**src/rtl/hilo_muldiv_unit.sv**
```systemverilog
// hilo_muldiv_unit: iterative multiply/divide unit owning the HI/LO pair.
//   A multiply or divide takes WIDTH iterations plus one sign fix-up cycle.
//   HI/LO are written only when an operation completes.
//
//   Optional feature macro: HILO_DIV_EN
//     defined   -> DIVU/DIV are implemented (restoring divider).
//     undefined -> divide ops are accepted but rejected with a one-cycle err pulse.
//
// Ports:
//   clk       rising-edge clock
//   rst       synchronous reset, active high
//   start     operation request, accepted only in IDLE
//   op        00 MULTU, 01 MULT, 10 DIVU, 11 DIV
//   a, b      rs / rt operands (multiplicand/dividend, multiplier/divisor)
//   hl_sel    0 selects LO, 1 selects HI on hilo_out
//   busy      high while an operation is in flight
//   done      one-cycle pulse after HI/LO are updated
//   err       one-cycle pulse when a divide op is rejected
//   hi, lo    HI and LO registers
//   hilo_out  combinational HI/LO select
module hilo_muldiv_unit #(
  parameter int unsigned WIDTH = 32
) (
  input  logic             clk,
  input  logic             rst,
  input  logic             start,
  input  logic [1:0]       op,
  input  logic [WIDTH-1:0] a,
  input  logic [WIDTH-1:0] b,
  input  logic             hl_sel,
  output logic             busy,
  output logic             done,
  output logic             err,
  output logic [WIDTH-1:0] hi,
  output logic [WIDTH-1:0] lo,
  output logic [WIDTH-1:0] hilo_out
);

  localparam int unsigned CW = $clog2(WIDTH + 1);

  typedef enum logic [1:0] {
    S_IDLE = 2'd0,
    S_RUN  = 2'd1,
    S_FIX  = 2'd2
  } state_e;

  state_e           state_q;
  logic [CW-1:0]    count_q;
  logic [WIDTH-1:0] opnd_q;    // multiplicand (mul) or divisor (div) magnitude
  logic [WIDTH-1:0] acc_hi_q;  // partial product high half / partial remainder
  logic [WIDTH-1:0] acc_lo_q;  // multiplier shifting out / quotient shifting in
  logic [WIDTH-1:0] hi_q;
  logic [WIDTH-1:0] lo_q;
  logic             neg_q;     // negate product or quotient at fix-up
  logic             busy_q;
  logic             done_q;
`ifdef HILO_DIV_EN
  logic             is_div_q;
  logic             rem_neg_q; // remainder takes the dividend's sign
`else
  logic             err_q;
`endif

  // Operand sign strip; only the signed ops (op[0]=1) look at sign bits.
  logic             a_neg;
  logic             b_neg;
  logic [WIDTH-1:0] a_mag;
  logic [WIDTH-1:0] b_mag;

  always_comb begin
    a_neg = op[0] & a[WIDTH-1];
    b_neg = op[0] & b[WIDTH-1];
    a_mag = a_neg ? -a : a;
    b_mag = b_neg ? -b : b;
  end

  // Shift-add multiply step; the carry out of the add lands in HI's MSB.
  logic [WIDTH:0]     mul_sum;
  logic [2*WIDTH-1:0] mul_prod;
  logic [2*WIDTH-1:0] mul_res;

  always_comb begin
    mul_sum  = {1'b0, acc_hi_q} + (acc_lo_q[0] ? {1'b0, opnd_q} : '0);
    mul_prod = {acc_hi_q, acc_lo_q};
    mul_res  = neg_q ? -mul_prod : mul_prod;
  end

`ifdef HILO_DIV_EN
  // Restoring divide step. With a zero divisor every step "fits", so the
  // quotient becomes all ones and the remainder collects |a|; the normal
  // remainder sign fix then reproduces a as latched.
  logic [WIDTH:0]   div_shift;
  logic             div_fits;
  logic [WIDTH-1:0] div_hi_d;
  logic [WIDTH-1:0] div_lo_d;
  logic [WIDTH-1:0] quo_res;
  logic [WIDTH-1:0] rem_res;

  always_comb begin
    div_shift = {acc_hi_q, acc_lo_q[WIDTH-1]};
    div_fits  = (div_shift >= {1'b0, opnd_q});
    if (div_fits) begin
      div_hi_d = WIDTH'(div_shift - {1'b0, opnd_q});
      div_lo_d = {acc_lo_q[WIDTH-2:0], 1'b1};
    end else begin
      div_hi_d = WIDTH'(div_shift);
      div_lo_d = {acc_lo_q[WIDTH-2:0], 1'b0};
    end
    quo_res = (opnd_q == '0) ? '1 : (neg_q ? -acc_lo_q : acc_lo_q);
    rem_res = rem_neg_q ? -acc_hi_q : acc_hi_q;
  end
`endif

  // Control FSM and datapath registers.
  always_ff @(posedge clk) begin
    if (rst) begin
      state_q   <= S_IDLE;
      count_q   <= '0;
      opnd_q    <= '0;
      acc_hi_q  <= '0;
      acc_lo_q  <= '0;
      hi_q      <= '0;
      lo_q      <= '0;
      neg_q     <= 1'b0;
      busy_q    <= 1'b0;
      done_q    <= 1'b0;
`ifdef HILO_DIV_EN
      is_div_q  <= 1'b0;
      rem_neg_q <= 1'b0;
`else
      err_q     <= 1'b0;
`endif
    end else begin
      done_q <= 1'b0;
`ifndef HILO_DIV_EN
      err_q  <= 1'b0;
`endif
      case (state_q)
        S_IDLE: begin
          if (start) begin
`ifdef HILO_DIV_EN
            is_div_q  <= op[1];
            rem_neg_q <= a_neg;
            if (op[1]) begin
              opnd_q   <= b_mag;
              acc_lo_q <= a_mag;
            end else begin
              opnd_q   <= a_mag;
              acc_lo_q <= b_mag;
            end
            acc_hi_q <= '0;
            neg_q    <= a_neg ^ b_neg;
            count_q  <= '0;
            busy_q   <= 1'b1;
            state_q  <= S_RUN;
`else
            if (op[1]) begin
              err_q <= 1'b1;
            end else begin
              opnd_q   <= a_mag;
              acc_lo_q <= b_mag;
              acc_hi_q <= '0;
              neg_q    <= a_neg ^ b_neg;
              count_q  <= '0;
              busy_q   <= 1'b1;
              state_q  <= S_RUN;
            end
`endif
          end
        end
        S_RUN: begin
`ifdef HILO_DIV_EN
          if (is_div_q) begin
            acc_hi_q <= div_hi_d;
            acc_lo_q <= div_lo_d;
          end else begin
            acc_hi_q <= mul_sum[WIDTH:1];
            acc_lo_q <= {mul_sum[0], acc_lo_q[WIDTH-1:1]};
          end
`else
          acc_hi_q <= mul_sum[WIDTH:1];
          acc_lo_q <= {mul_sum[0], acc_lo_q[WIDTH-1:1]};
`endif
          count_q <= count_q + CW'(1);
          if (count_q == CW'(WIDTH - 1)) begin
            state_q <= S_FIX;
          end
        end
        S_FIX: begin
`ifdef HILO_DIV_EN
          if (is_div_q) begin
            hi_q <= rem_res;
            lo_q <= quo_res;
          end else begin
            hi_q <= mul_res[2*WIDTH-1:WIDTH];
            lo_q <= mul_res[WIDTH-1:0];
          end
`else
          hi_q <= mul_res[2*WIDTH-1:WIDTH];
          lo_q <= mul_res[WIDTH-1:0];
`endif
          done_q  <= 1'b1;
          busy_q  <= 1'b0;
          state_q <= S_IDLE;
        end
        default: begin
          state_q <= S_IDLE;
        end
      endcase
    end
  end

  assign busy     = busy_q;
  assign done     = done_q;
  assign hi       = hi_q;
  assign lo       = lo_q;
  assign hilo_out = hl_sel ? hi_q : lo_q;
`ifdef HILO_DIV_EN
  assign err      = 1'b0;
`else
  assign err      = err_q;
`endif

endmodule

```
**config.mk**
```make
export PLATFORM = sky130hd
export DESIGN_NAME = hilo_muldiv_unit
export DESIGN_NICKNAME = d
export VERILOG_FILES = /design/src/rtl/hilo_muldiv_unit.sv
export SDC_FILE = /design/constraint.sdc
export NUM_CORES = 1
export LEC_CHECK = 0
export ABC_AREA = 1
export BUFFER_PORTS_ARGS = -buffer_cell sky130_fd_sc_hd__buf_4
export CAP_MARGIN = 20
export CORE_ASPECT_RATIO = 1.25
export CORE_MARGIN = 5
export CORE_UTILIZATION = 60
export DETAILED_ROUTE_END_ITERATION = 16
export GPL_ROUTABILITY_DRIVEN = 0
export PLACE_DENSITY_LB_ADDON = 0.25
export SETUP_SLACK_MARGIN = 0.1
export SYNTH_ARGS = -nofsm -noshare
export SYNTH_HDL_FRONTEND = slang
export SYNTH_SLANG_ARGS = --single-unit
```
**constraint.sdc**
```tcl
create_clock -name clk -period 3.4 [get_ports clk]
set_clock_uncertainty 0.15 [all_clocks]
set_input_delay 0.17 -clock clk [delete_from_list [all_inputs] [get_ports clk]]
set_output_delay 0.17 -clock clk [all_outputs]
set_load 0.1 [all_outputs]
```
==> results by group <==
Run status
  • Status: complete, no violations

Routing
  • Via count: roughly 16000
  • DRC Markers: 0
  • Drt first-iter violations: 1885
  • Initial DRT Pass Iterations: 8
  • Avg Vias per Cell: around 5.7
  • Post-route ant nets: 0
  • Routed WL: 46.3 mm
  • Per-cell routed wire length: 16.5 um

STA
  • Final slew viol count: 0
  • Crit share post-route: 79.2%
  • Final setup vio count: 0
  • Max Fclk: 371 MHz
  • Headroom to the max-slew limit: 25.3%
  • Worst setup margin: 706 ps
  • Fin. Hold Viols: 0
  • Final min period: 2690 ps
  • Total negative setup slack: 0 ps
  • RSZ-0062 raised after global routing: false
  • Worst-Margin Slew: 1120 ps

GRT
  • Vias in the first global route: about 15000
  • First-pass GRT wire length: 72.2 mm
  • Largest net degree at the start of global routing: 99
  • GRT Resource Usage Total: 35.2%
  • Grt ovf: 0
  • Initial antenna violation count: 0

Power and ir drop
  • Internal power: 0.00360 W
  • Max VDD drop: ~380 uV
  • Pwr/cell area: 358 nW/um2
  • Clk network pwr share: between 30% and 40%
  • Comb pwr share: 27.5%
  • Sw Ratio: 37.1%
  • Leakage: 8.28 nW
  • Psw: 0.00212 W
  • Seq pwr share: a little under two fifths
  • Pwr Total: about 0.0057 W

Cells and area
  • Layout cells sized above 1: 11.6%
  • Area growth, synth to finish: 19.1%
  • Final antenna diode count: 0
  • Final core occ: between 70% and 80%
  • Most frequent cells in the layout: nand2_1, inv_1, nor2_1
  • Final net count: 2611
  • Commonest non-fill, non-tap cell in the layout: nand2_1

Clock network
  • CTS root buffer: clkbuf_16
  • Clock Path Buffers: 2
  • CTS Sinks: 172
  • CTS tree: done
  • H-tree depth: 4
  • CTS Buf Count: 17
  • Clk slew on worst S/H paths: 70 ps
  • Worst skew pair latency: 450 ps

Placed design
  • Dpl hpwl: 34.4 mm
  • Buffers added on ports: roughly 170
  • Dpl ws: 706 ps

Yosys
  • Top cell type by total area after synthesis: dfxtp_1
  • Syn_area_per_cell: 5.76 um2
  • Syn nets: 2431
  • Area share of the largest cell type after synthesis: roughly a quarter
  • #FFs+latches synth: 172
  • Post-Synthesis Cells: 2324
  • EDFF count, synth: 0
  • Top FF cell, synth: dfxtp_1
  • Mapped cell area: 13400 um2
  • Asr flop ratio synth: 0%
  • Synth area leaders: dfxtp_1, nand2_1, inv_1, nor2_1, nand3_1
  • Post-synthesis sequential area ratio: between 20% and 30%
  • Distinct cell type count after synthesis: 54
  • Yosys warnings: 0

Floorplanning
  • Die Wd: 144 um
  • Die H: 177 um
  • Row cnt: 61
  • Core box area: ~22000 um2
  • I/O pin cnt: 169
  • Initial Util: 60.5%
  • Die area: 25400 um2

Setup path
  • CP Capture Type: register
  • Req. time, crit path: 3590 ps
  • Worst EP arrival: ~2900 ps
  • CP Max Fanout: 31
  • Critical Path Start Type: register
  • Setup CP Type: register to register

Run
  • Maxcap violations: 0

Min path
  • Hold Crit Class: input port to register
==> power groups by stage <==
stage	clock network (W)	logic (W)	registers [W]
3_5_place_dp	0	0.00148	0.00223
3_3_place_gp	0	0.00145	0.00223
2_1_floorplan	0	0.000936	0.00235
6_report	0.00196	0.00158	0.00219
4_1_cts	0.00195	0.00154	0.00218
5_1_grt	0.00203	0.00169	0.00219
==> metrics by stage <==
step                      cells  hold WS, ps  area [um2]
final                      2799         10.9       16000
after global routing       2799         36.6       16000
after CTS                  2798         3.85       15900
after detailed placement   2710          268       14800
after global placement     2710          260       14800
after floorplan            2324          151       13400
==> critical path, cell delays in order (launching register included) <==
cell     delay, ps
dfxtp_1        430
buf_4          350
nand2_1        100
inv_1           60
ha_1           190
nand2_1        120
nor2_1         310
nand3_1        120
nand2_1        150
nand2_1         70
nand2_1        160
nand2_1        110
nand2_1         70
nand2_1         50
nand3_1         70
a21oi_1         60
==> state kept, by name (all words and copies together) (netlist names) <==
register  count
busy          1
acc_hi_q     32
done          1
hi           32
err           1
acc_lo_q     32
lo           32
neg_q         1
opnd_q       32
count_q       6
state_q       2
==> worst paths after layout <==
path / startpoint / end / slack, ps / depth (start not counted)
min: a[29] / opnd_q[29]$_SDFFE_PP0P_ / 10 / 5
min reg2reg: opnd_q[19]$_SDFFE_PP0P_ / opnd_q[19]$_SDFFE_PP0P_ / 320 / 2
max: acc_lo_q[0]$_SDFFE_PP0P_ / acc_hi_q[22]$_SDFFE_PP0P_ / 710 / 15
max reg2reg: acc_lo_q[0]$_SDFFE_PP0P_ / acc_hi_q[22]$_SDFFE_PP0P_ / 710 / 15
==> area by class of cell <==
type	count	area [um2]
Multi-Input combinational cell	1715	8280
Fill cell	1923	6170
Sequential cell	172	3440
Timing Repair Buffer	238	1950
Inverter	360	1360
Clock buffer	19	443
Tap cell	283	354
Clock inverter	12	130
==> logic make-up (layout without fill, tap and decap cells) <==
kind of cell | after synthesis | in the layout | share of synthesized area, %
buffers and inverters | 437 | 629 | 12.6
xor gates and xnor gates | 43 | 43 | 2.81
AOI/OAI and AO/OA | 360 | 360 | 14.9
and+or+nand+nor | 1271 | 1271 | 40.1
muxes | 4 | 4 | 0.336
DFF | 172 | 172 | 25.7
adders and majority gates | 37 | 37 | 3.51
==> Yosys cell counts (3+ instances only) <==
library cell,n
o21ai_1,22
a21oi_1,158
buf_1,9
o22ai_1,23
nand2_2,8
inv_1,344
nor2_1,290
a21o_1,5
buf_4,3
nor2_4,7
nand3_2,5
clkbuf_1,40
dfxtp_1,172
o21ai_2,3
nor3_1,15
nand3_1,180
nand4_1,21
o21bai_1,4
nand2_1,688
nor2_2,19
inv_2,12
buf_2,24
clkinv_1,3
xnor2_1,8
ha_1,36
nand3b_1,8
o211ai_1,4
o21ai_0,98
a31oi_1,5
o221ai_1,7
a22oi_1,20
mux2_2,4
nor4_1,3
or2_2,12
xor2_1,35
and2_1,6
==> what timing repair did <==
action,4_1_cts,5_1_grt
resized for setup,0,0
setup buffers,0,0
endpoints found under the hold margin,57,0
hold buffers,57,0
==> metal layers <==
layer  global-route usage (%)  routed length, um  part of all wire (%)  vias to the layer above
li1                         -                  -                     -                     7710
met1                     40.5              16900                    37                     7096
met2                     60.8              22400                    48                      920
met3                     4.70               3850                   8.3                      238
met4                     21.9               3150                   6.8                        0
met5                        0                  0                     0                        -
Power figures use the tool's default switching activity.
